--- config.mk ---
export PLATFORM = sky130hd
export DESIGN_NAME = multi_cycle_control
export DESIGN_NICKNAME = d
export VERILOG_FILES = /design/src/rtl/multi_cycle_control_pkg.sv /design/src/rtl/multi_cycle_control_mem_wait_timer.sv /design/src/rtl/multi_cycle_control.sv
export SDC_FILE = /design/constraint.sdc
export NUM_CORES = 1
export LEC_CHECK = 0
export CAP_MARGIN = 10
export CORE_MARGIN = 5
export CORE_UTILIZATION = 40
export CTS_CLUSTER_DIAMETER = 120
export DETAILED_ROUTE_END_ITERATION = 12
export PLACE_DENSITY_LB_ADDON = 0.08
export SYNTH_ARGS = -nofsm -noshare
export SYNTH_HDL_FRONTEND = slang
export SYNTH_SLANG_ARGS = --single-unit
--- constraint.sdc ---
create_clock -name clk -period 1.9 [get_ports clk]
set_input_delay 0.475 -clock clk [delete_from_list [all_inputs] [get_ports clk]]
set_output_delay 0.475 -clock clk [all_outputs]
set_load 0.02 [all_outputs]
--- src/rtl/multi_cycle_control_pkg.sv ---
// Shared encodings for the multi-cycle MIPS control unit and its datapath:
// state codes, opcode/funct values, ALU op and mux select encodings.
package multi_cycle_control_pkg;

  typedef enum logic [3:0] {
    S_FETCH    = 4'd0,
    S_DECODE   = 4'd1,
    S_MEM_ADDR = 4'd2,
    S_MEM_RD   = 4'd3,
    S_MEM_WB   = 4'd4,
    S_MEM_WR   = 4'd5,
    S_R_EXEC   = 4'd6,
    S_R_WB     = 4'd7,
    S_I_EXEC   = 4'd8,
    S_I_WB     = 4'd9,
    S_BRANCH   = 4'd10,
    S_JUMP     = 4'd11,
    S_JAL      = 4'd12,
    S_JR       = 4'd13,
    S_TRAP     = 4'd14
  } state_e;

  localparam logic [5:0] OP_RTYPE = 6'h00;
  localparam logic [5:0] OP_J     = 6'h02;
  localparam logic [5:0] OP_JAL   = 6'h03;
  localparam logic [5:0] OP_BEQ   = 6'h04;
  localparam logic [5:0] OP_BNE   = 6'h05;
  localparam logic [5:0] OP_ADDI  = 6'h08;
  localparam logic [5:0] OP_ANDI  = 6'h0C;
  localparam logic [5:0] OP_ORI   = 6'h0D;
  localparam logic [5:0] OP_LUI   = 6'h0F;
  localparam logic [5:0] OP_LW    = 6'h23;
  localparam logic [5:0] OP_SW    = 6'h2B;
  localparam logic [5:0] FN_JR    = 6'h08;

  localparam logic [2:0] ALU_ADD   = 3'b000;
  localparam logic [2:0] ALU_SUB   = 3'b001;
  localparam logic [2:0] ALU_FUNCT = 3'b010;
  localparam logic [2:0] ALU_OR    = 3'b011;
  localparam logic [2:0] ALU_AND   = 3'b100;
  localparam logic [2:0] ALU_LUI   = 3'b101;

  localparam logic       SRCA_PC = 1'b0;
  localparam logic       SRCA_A  = 1'b1;

  localparam logic [1:0] SRCB_B      = 2'b00;
  localparam logic [1:0] SRCB_FOUR   = 2'b01;
  localparam logic [1:0] SRCB_IMM    = 2'b10;
  localparam logic [1:0] SRCB_IMM_SH = 2'b11;

  localparam logic [1:0] PCSRC_ALU    = 2'b00;
  localparam logic [1:0] PCSRC_ALUOUT = 2'b01;
  localparam logic [1:0] PCSRC_JUMP   = 2'b10;
  localparam logic [1:0] PCSRC_REG    = 2'b11;

  localparam logic [1:0] REGDST_RT = 2'b00;
  localparam logic [1:0] REGDST_RD = 2'b01;
  localparam logic [1:0] REGDST_RA = 2'b10;

  localparam logic [1:0] M2R_ALUOUT = 2'b00;
  localparam logic [1:0] M2R_MDR    = 2'b01;
  localparam logic [1:0] M2R_PC     = 2'b10;

  typedef struct packed {
    logic       pc_write;
    logic       branch_eq;
    logic       branch_ne;
    logic       i_or_d;
    logic       mem_read;
    logic       mem_write;
    logic       ir_write;
    logic       reg_write;
    logic [1:0] reg_dst;
    logic [1:0] mem_to_reg;
    logic       alu_src_a;
    logic [1:0] alu_src_b;
    logic [2:0] alu_op;
    logic [1:0] pc_source;
    logic       instr_done;
  } ctrl_t;

  // States that stall on the shared memory and feed the timeout counter.
  function automatic logic is_mem_wait_state(state_e s);
    return (s == S_FETCH) || (s == S_MEM_RD) || (s == S_MEM_WR);
  endfunction

endpackage

--- src/rtl/multi_cycle_control_mem_wait_timer.sv ---
// Counts consecutive stalled memory cycles; flags the cycle that hits the limit.
module mem_wait_timer #(
  parameter int unsigned MEM_TIMEOUT = 15
) (
  input  logic clk,
  input  logic reset,
  input  logic count_en,
  output logic expired
);
  localparam int unsigned CW = $clog2(MEM_TIMEOUT + 1);

  logic [CW-1:0] count;

  // count_en drops on ready or on leaving a wait state, so both clear the run.
  always_ff @(posedge clk) begin
    if (reset || !count_en || expired) count <= '0;
    else                               count <= count + 1'b1;
  end

  assign expired = count_en && (count == CW'(MEM_TIMEOUT - 1));

endmodule

--- src/rtl/multi_cycle_control.sv ---
// Multi-cycle MIPS control FSM: one state per datapath step, shared memory
// stalls with a timeout trap, sticky trap on illegal opcodes.
module multi_cycle_control
  import multi_cycle_control_pkg::*;
#(
  parameter int unsigned MEM_TIMEOUT = 15
) (
  input  logic       clk,
  input  logic       reset,
  input  logic [5:0] opcode_i,
  input  logic [5:0] funct_i,
  input  logic       mem_ready_i,
  output logic       pc_write_o,
  output logic       branch_eq_o,
  output logic       branch_ne_o,
  output logic       i_or_d_o,
  output logic       mem_read_o,
  output logic       mem_write_o,
  output logic       ir_write_o,
  output logic       reg_write_o,
  output logic [1:0] reg_dst_o,
  output logic [1:0] mem_to_reg_o,
  output logic       alu_src_a_o,
  output logic [1:0] alu_src_b_o,
  output logic [2:0] alu_op_o,
  output logic [1:0] pc_source_o,
  output logic       instr_done_o,
  output logic       illegal_o,
  output logic [3:0] state_o
);

  state_e state, next_state;
  ctrl_t  ctrl, ctrl_out;
  logic   wait_en, wait_expired;

  assign wait_en = is_mem_wait_state(state) && !mem_ready_i;

  mem_wait_timer #(.MEM_TIMEOUT(MEM_TIMEOUT)) u_wait (
    .clk      (clk),
    .reset    (reset),
    .count_en (wait_en),
    .expired  (wait_expired)
  );

  always_ff @(posedge clk) begin
    if (reset) state <= S_FETCH;
    else       state <= next_state;
  end

  always_comb begin
    next_state = state;
    ctrl       = '0;
    case (state)
      S_FETCH: begin
        ctrl.mem_read  = 1'b1;
        ctrl.alu_src_a = SRCA_PC;
        ctrl.alu_src_b = SRCB_FOUR;
        ctrl.alu_op    = ALU_ADD;
        ctrl.pc_source = PCSRC_ALU;
        if (mem_ready_i) begin
          ctrl.ir_write = 1'b1;
          ctrl.pc_write = 1'b1;
          next_state    = S_DECODE;
        end else if (wait_expired) begin
          next_state = S_TRAP;
        end
      end
      S_DECODE: begin
        // ALUOut picks up the branch target while the opcode is decoded.
        ctrl.alu_src_a = SRCA_PC;
        ctrl.alu_src_b = SRCB_IMM_SH;
        ctrl.alu_op    = ALU_ADD;
        case (opcode_i)
          OP_RTYPE:                         next_state = (funct_i == FN_JR) ? S_JR : S_R_EXEC;
          OP_LW, OP_SW:                     next_state = S_MEM_ADDR;
          OP_ADDI, OP_ORI, OP_ANDI, OP_LUI: next_state = S_I_EXEC;
          OP_BEQ, OP_BNE:                   next_state = S_BRANCH;
          OP_J:                             next_state = S_JUMP;
          OP_JAL:                           next_state = S_JAL;
          default:                          next_state = S_TRAP;
        endcase
      end
      S_MEM_ADDR: begin
        ctrl.alu_src_a = SRCA_A;
        ctrl.alu_src_b = SRCB_IMM;
        ctrl.alu_op    = ALU_ADD;
        next_state     = (opcode_i == OP_LW) ? S_MEM_RD : S_MEM_WR;
      end
      S_MEM_RD: begin
        ctrl.i_or_d   = 1'b1;
        ctrl.mem_read = 1'b1;
        if (mem_ready_i)       next_state = S_MEM_WB;
        else if (wait_expired) next_state = S_TRAP;
      end
      S_MEM_WR: begin
        ctrl.i_or_d    = 1'b1;
        ctrl.mem_write = 1'b1;
        if (mem_ready_i) begin
          ctrl.instr_done = 1'b1;
          next_state      = S_FETCH;
        end else if (wait_expired) begin
          next_state = S_TRAP;
        end
      end
      S_MEM_WB: begin
        ctrl.reg_write  = 1'b1;
        ctrl.reg_dst    = REGDST_RT;
        ctrl.mem_to_reg = M2R_MDR;
        ctrl.instr_done = 1'b1;
        next_state      = S_FETCH;
      end
      S_R_EXEC: begin
        ctrl.alu_src_a = SRCA_A;
        ctrl.alu_src_b = SRCB_B;
        ctrl.alu_op    = ALU_FUNCT;
        next_state     = S_R_WB;
      end
      S_R_WB: begin
        ctrl.reg_write  = 1'b1;
        ctrl.reg_dst    = REGDST_RD;
        ctrl.mem_to_reg = M2R_ALUOUT;
        ctrl.instr_done = 1'b1;
        next_state      = S_FETCH;
      end
      S_I_EXEC: begin
        ctrl.alu_src_a = SRCA_A;
        ctrl.alu_src_b = SRCB_IMM;
        case (opcode_i)
          OP_ORI:  ctrl.alu_op = ALU_OR;
          OP_ANDI: ctrl.alu_op = ALU_AND;
          OP_LUI:  ctrl.alu_op = ALU_LUI;
          default: ctrl.alu_op = ALU_ADD;
        endcase
        next_state = S_I_WB;
      end
      S_I_WB: begin
        ctrl.reg_write  = 1'b1;
        ctrl.reg_dst    = REGDST_RT;
        ctrl.mem_to_reg = M2R_ALUOUT;
        ctrl.instr_done = 1'b1;
        next_state      = S_FETCH;
      end
      S_BRANCH: begin
        // PC load is qualified with ALU zero outside this block.
        ctrl.alu_src_a  = SRCA_A;
        ctrl.alu_src_b  = SRCB_B;
        ctrl.alu_op     = ALU_SUB;
        ctrl.pc_source  = PCSRC_ALUOUT;
        ctrl.branch_eq  = (opcode_i == OP_BEQ);
        ctrl.branch_ne  = (opcode_i == OP_BNE);
        ctrl.instr_done = 1'b1;
        next_state      = S_FETCH;
      end
      S_JUMP: begin
        ctrl.pc_write   = 1'b1;
        ctrl.pc_source  = PCSRC_JUMP;
        ctrl.instr_done = 1'b1;
        next_state      = S_FETCH;
      end
      S_JAL: begin
        ctrl.pc_write   = 1'b1;
        ctrl.pc_source  = PCSRC_JUMP;
        ctrl.reg_write  = 1'b1;
        ctrl.reg_dst    = REGDST_RA;
        ctrl.mem_to_reg = M2R_PC;
        ctrl.instr_done = 1'b1;
        next_state      = S_FETCH;
      end
      S_JR: begin
        ctrl.pc_write   = 1'b1;
        ctrl.pc_source  = PCSRC_REG;
        ctrl.instr_done = 1'b1;
        next_state      = S_FETCH;
      end
      S_TRAP:  next_state = S_TRAP;
      default: next_state = S_TRAP;
    endcase
  end

  // Reset masks everything combinationally so nothing strobes before the edge.
  assign ctrl_out = reset ? '0 : ctrl;

  assign pc_write_o   = ctrl_out.pc_write;
  assign branch_eq_o  = ctrl_out.branch_eq;
  assign branch_ne_o  = ctrl_out.branch_ne;
  assign i_or_d_o     = ctrl_out.i_or_d;
  assign mem_read_o   = ctrl_out.mem_read;
  assign mem_write_o  = ctrl_out.mem_write;
  assign ir_write_o   = ctrl_out.ir_write;
  assign reg_write_o  = ctrl_out.reg_write;
  assign reg_dst_o    = ctrl_out.reg_dst;
  assign mem_to_reg_o = ctrl_out.mem_to_reg;
  assign alu_src_a_o  = ctrl_out.alu_src_a;
  assign alu_src_b_o  = ctrl_out.alu_src_b;
  assign alu_op_o     = ctrl_out.alu_op;
  assign pc_source_o  = ctrl_out.pc_source;
  assign instr_done_o = ctrl_out.instr_done;
  assign illegal_o    = !reset && (state == S_TRAP);
  assign state_o      = reset ? S_FETCH : state;

endmodule

# Yosys cells after proc, flatten, opt, wreduce, memory -nomap -nowiden
# Cells that the tools add are included.
[totals]
output_inout_bits = 26
elab_cells = 71
reg_bits = 8
in_bits = 15
[op_classes]
add_sub_neg = 1
n_reduce_logical = 20
n_eq_ne = 26
n_mux = 22
[ops]
columns = ["operator", "count"]
rows = [
  ["case mux 6 bit (6 select lines)", 1],
  ["equality test 4 bit, second input constant", 8],
  ["case mux 4 bit (8 select lines)", 1],
  ["equality test 6 x 4 -> 1 bit, second input constant", 5],
  ["2-to-1 mux 4 bit", 6],
  ["case mux 4 bit (6 select lines)", 1],
  ["2-to-1 mux 21 bit", 1],
  ["case mux 5 bit (4 select lines)", 1],
  ["equality test 4 x 3 -> 1 bit, second input constant", 4],
  ["equality test 6 x 2 -> 1 bit, second input constant", 2],
  ["equality test 6 x 3 -> 1 bit, second input constant", 2],
  ["equality test 6 bit, second input constant", 2],
  ["OR reduction 2 bit", 5],
  ["case mux 3 bit (3 select lines)", 1],
  ["equality test 4 x 2 -> 1 bit, second input constant", 2],
  ["OR reduction 7 bit", 1],
  ["logical NOT 6 bit", 1],
  ["case mux 2 bit (3 select lines)", 1],
  ["2-to-1 mux 1 bit", 5],
  ["adder 4 x 1 -> 4 bit, second input constant", 1],
  ["equality test 4 x 1 -> 1 bit, second input constant", 1],
  ["logical NOT 4 bit", 1],
  ["logical OR 1 bit", 4],
  ["case mux 1 bit (2 select lines)", 2],
  ["6 further kinds", 10],
]

# Logic depth before layout (Yosys ltp)
[depth]
depth_word = 8
ltp_mapped = 6
mapped_depth_nobuf = 6

# Hierarchy
# A second synthesis with hierarchy kept.
[unflattened]
hier_cells = 155
area_unflattened_um2 = 1043.5
[by_module_without_submodules]
columns = ["module", "area_each_um2", "cells_each", "n_inst", "seq_area_each_um2"]
rows = [
  ["multi_cycle_control", 870.8, 137, 1, 80.1],
  ["mem_wait_timer", 172.7, 18, 1, 80.1],
]

# Least setup slack after synthesis
# No wires, ideal clock.
[synth_path]
kind = "register to output"
startpoint = "reg state[1]"
endpoint = "out instr_done_o"
setup_slack_ns = -0.661
t_arrival_ns = 2.086
required_time_ns = 1.425
n_path_buf = 2
path_stages_with_launch = 5
path_cell_list = "dfxtp_1 > clkbuf_1 > clkbuf_1 > nor2_1 > a2111oi_0"
[synth_between]
elab_chain_len = 4
word_cells_on_any_way = 11
classes_between = "eq/ne (8); mux (2); reduce/logical (1)"
[synth_rtl]
columns = ["element", "line", "source"]
rows = [
  ["start, declared", "multi_cycle_control.sv:32", "state_e state, next_state;"],
  ["start signal, assigned", "multi_cycle_control.sv:47", "else state <= next_state;"],
  ["equality test 4 bit / equality test 4 x 3 -> 1 bit (equally long branches)", "multi_cycle_control.sv:53", "case (state)"],
  ["OR reduction 7 bit (no source line)", "-", ""],
  ["case mux 1 bit (2 select lines) (*)", "multi_cycle_control.sv:53", ""],
  ["2-to-1 mux 21 bit (*)", "multi_cycle_control.sv:181", "assign ctrl_out = reset ? '0 : ctrl;"],
  ["end, declared", "multi_cycle_control.sv:27", "output logic instr_done_o,"],
]
# Every way passes the cells marked *; elsewhere a longest branch is shown, timed or not.

# Worst setup path in the final report
[layout_path]
startpoint = "reg state[2]"
endpoint = "out reg_write_o"
[layout_between]
elab_chain_len = 3
word_cells_on_any_way = 6
classes_between = "eq/ne (4); mux (2)"
[layout_rtl]
columns = ["element", "line", "source"]
rows = [
  ["equality test 4 bit / equality test 4 x 3 -> 1 bit (equally long branches)", "multi_cycle_control.sv:53", ""],
  ["case mux 5 bit (4 select lines) (*)", "multi_cycle_control.sv:53", ""],
  ["2-to-1 mux 21 bit (*)", "multi_cycle_control.sv:181", ""],
  ["end, declared", "multi_cycle_control.sv:20", "output logic reg_write_o,"],
]
# Marked as above.

==> results.env <==
POWER.SWITCHING_FRACTION=0.462
SYNTH_TOP_AREA_CELL='dfxtp_1'
DRT_PASS1_ITERATIONS=4
UNREPAIRED_SETUP_ENDPOINTS_AFTER_GLOBAL_ROUTING='true'
HOLD_BUFFERS=0
H-TREE-DEPTH=1
TIMING.FINAL.CRIT_PERIOD_NS=1.99
SYNTH_REGISTER_BITS=8
ANTENNA_FOUND_INITIAL=0
CLKLATENCYLATEPIN_NS=0.25
WORST-ENDPOINT-REQUIRED_NS=1.42
WORSTREG2REGSTART='state[2]$_SDFF_PP0_'
IR_DROP_uV=907
UTILIZATION=0.858
REG2REGPATHDEPTH=7
CTS_INSERTED_BUFFERS=3
CTS.REPORTEDPATHS.CLKPINSLEW_NS=0.05
FILLCELLCOUNT=138
SYNTHTOLAYOUTAREAGROWTH_PCT=106
CTS_TREE='yes'
DIEAREA_MM2=0.00366
POST_SYNTH_NUM_CELL_TYPES=51
DIODES_INSERTED=0
CLOCK.FMAX_GHz=0.503
DRIVE_GT1_FRAC=0.558
ASYNCSETRESETFLOPFRACSYNTH=0
FIN_WS_NS=-0.0862
POST-PLACE-WS_NS=-0.882
CELLINTERNALPOWER_uW=1310
TIMING.HOLD.WORST_PATH_DEPTH=1
SYNTHESIS.AREA_MM2=0.00102
SEQUENTIALPOWERSHARE=0.138
HOLDCRITSTARTPOINT='u_wait.count[0]$_SDFF_PP0_'
SWITCHING_POWER_uW=1120
TIMING.REG2REG.SETUP_SLACK_NS=0.18
HOLD_PATH_END='u_wait.count[0]$_SDFF_PP0_'
SETUP.WORST_PATH.START_CLASS='register'
DETAIL_ROUTE.DRC_VIOLATIONS=0
IO_BUFFERS=40
POST_ROUTE_STANDARD_CELL_AREA_EXCLUDING_FILLERS_MM2=0.00211
DIE_H_UM=60.5
GRT_FIRST_PASS_WIRELENGTH_MM=7.07
FINAL-SETUP-VIOL-COUNT=9
OUTCOME='finished, violations left'
PLACE.DETAILED.HPWL_MM=2.89
VIOLATIONS='negative setup slack'
HOLD_CLASS='register to register'
START_UTIL=0.416
GLOBALROUTEOVERFLOWTOTAL=0
POWER.LEAKAGE_uW=0.000959
WORST_PIN_SLEW_NS=0.339
PROPORTION_OF_POWER_DRAWN_BY_THE_CLOCK_NETWORK=0.050
SETUP.WORST_PATH.END_CLASS='output pin'
CTS.PATH.MAX_BUFFERS=2
MAX_SLEW_MARGIN=0.772
SYNTHESIZED_NETLIST_NET_COUNT=168
YOSYS.AREA.TOP_TYPE_SHARE=0.157
CP.ARRIVAL_NS=1.51
ANT_NETS_AFTER_ROUTE=0
COUNT_OF_FLIP_FLOPS_WITH_A_BUILT_IN_ENABLE_AFTER_SYNTHESIS=0
FINAL-MAX-SLEW-VIOLATION-COUNT=0
TRACK_USAGE=0.251
DRV_CAP=0
VIA_COUNT=1571
SYNTH_FF_TYPE='dfxtp_1'
WORST_SETUP_SP='state[2]$_SDFF_PP0_'
DPL_CELL_AREA_MM2=0.00184
PLACEMENT_ROWS=18
DETAILEDROUTE.FIRSTITERATIONVIOLATIONS=87
YS.WARNINGS.COUNT=0
CTS_ROOT_BUF='clkbuf_4'
RR_ENDPOINT='u_wait.count[3]$_SDFF_PP0_'
YS_SEQ_AREA_FRAC=0.157
CTS_SINKS=8
CELLS_TAKING_THE_MOST_AREA_AFTER_SYNTHESIS='dfxtp_1, nor2b_1, nor2_1'
AVGVIACOUNTPERCELL=5.78
DRT-WIRELENGTH-PER-CELL_UM=16.6
DRT-TOTAL-WL_MM=4.53
NUM_IO_PINS=41
PLACEABLECOREAREA_MM2=0.00245
CRITICAL_PATH_CLASS='register to output pin'
GRT_MAX_DEGREE=12
P_PER_AREA_mW_PER_MM2=1160
FINALHOLDVIOLATIONS=0
POWER.COMBINATIONAL.FRACTION=0.812
NETS=261
POST_SYNTHESIS_CELL_COUNT=151
FIN_CRIT_SH=1.05
PATH_MAX_FANOUT=5
SYNTHESIS.AREA_PER_INSTANCE_UM2=6.76
FINAL.SETUP_SKEW_NS=0.00406
DIE_W_UM=60.5
GRT_PASS1_VIAS=1586
GP_CONGESTION=0.898
==> critical path: stages (launching register included) <==
cell and delay, ns:
dfxtp_4 0.38, buf_6 0.14, buf_6 0.12, nor2b_4 0.04, mux2i_1 0.21, a2bb2oi_2 0.16
nor2_1 0.06, buf_4 0.15
==> how the worst max path moves through the flow <==
stage | endpoint | slack, ns | depth (start not counted)
detailed placement | alu_op_o[2] | -0.88 | 4
CTS | alu_op_o[2] | -0.04 | 3
finish | reg_write_o | -0.09 | 7
global route | instr_done_o | -0.16 | 5
floorplan | pc_source_o[0] | -0.12 | 6
global placement | alu_op_o[2] | -0.87 | 4
==> power by group through the flow <==
stage	Sequential [uW]	Clock, uW	Combinational (uW)
after global routing	342	137	2100
after detailed placement	303	0	1560
after CTS	332	126	1790
after floorplan	256	0	857
final	337	121	1980
after global placement	302	0	1530
==> metal layers <==
layer | wire [um] | part of all wire | vias to the layer above | GRT usage
met5 | 0 | 0 | - | 0
met4 | 162 | 0.036 | 0 | 0.0991
met3 | 304 | 0.067 | 21 | 0.0532
met2 | 2280 | 0.50 | 74 | 0.475
met1 | 1780 | 0.39 | 737 | 0.270
li1 | - | - | 739 | -
==> state kept, by name (all words and copies together) (netlist names) <==
register,cells
state,4
u_wait.count,4
==> layout by cell type, fill, tap and decap left out, drive strengths merged, types with 4 or more instances in the layout <==
master          n
a21oi           6
and3            5
buf            82
clkbuf          7
clkdlybuf4s50   4
dfxtp           8
dlygate4sd2     6
inv             4
nand2           8
nand2b          4
nand3           4
nor2           19
nor2b          13
nor3           10
nor4b           4
o21ai           4
==> logic make-up (layout without fill, tap and decap cells) <==
kind of cell / Yosys count / in the layout / share of synthesized area
AOI/OAI and AO/OA: 33 / 33 / 0.228
DFF: 8 / 8 / 0.157
and+or+nand+nor: 87 / 87 / 0.482
adders and majority gates: 2 / 2 / 0.0245
muxes: 1 / 1 / 0.00980
xor gates and xnor gates: 4 / 4 / 0.0343
buffers and inverters: 16 / 107 / 0.0649
==> per-stage QoR <==
step | cells | hold WS (ns) | setup TNS (ns) | power [uW]
3_3_place_gp | 257 | 0.439 | -19.23 | 1830
2_1_floorplan | 151 | 0.430 | -0.160 | 1110
3_5_place_dp | 257 | 0.453 | -20.05 | 1870
6_report | 272 | 0.460 | -0.363 | 2430
5_1_grt | 272 | 0.508 | -1.02 | 2580
4_1_cts | 269 | 0.465 | -0.148 | 2240
==> area by class of cell <==
cell class                 instances  area, um2  share of cell area
clock buffer                       3       22.5              0.0107
inverter                           4       17.5             0.00832
multi-input combinational        127       1040               0.496
sequential                         8        175              0.0832
tap                               30       37.5              0.0178
timing repair buffer             100        808               0.384
==> synth_stat cells (2+ instances only) <==
| library cell | instances |
|---|---|
| nand2_1 | 8 |
| nor4b_1 | 3 |
| xor2_1 | 2 |
| ha_1 | 2 |
| o21ai_0 | 4 |
| and3_1 | 5 |
| and2_1 | 2 |
| buf_2 | 2 |
| a21oi_1 | 6 |
| o22ai_1 | 2 |
| a31oi_1 | 3 |
| dfxtp_1 | 8 |
| o211ai_1 | 2 |
| a211oi_1 | 2 |
| nor4_1 | 3 |
| nor3_1 | 10 |
| nand3_1 | 4 |
| inv_1 | 3 |
| nand2b_1 | 4 |
| xnor2_1 | 2 |
| or2_2 | 2 |
| or4_1 | 3 |
| clkbuf_1 | 8 |
| a41oi_1 | 2 |
| or3_1 | 3 |
| nor2b_1 | 13 |
| nor2_1 | 19 |
==> timing repair <==
item / 4_1_cts / 5_1_grt
pin swaps: 12 / 10
endpoints found under the setup margin: 29 / 20
buffers inserted: 9 / 3
cloned: 0 / 0
gates resized for setup: 166 / 29
No activity file was read; power rests on OpenSTA's default activity.
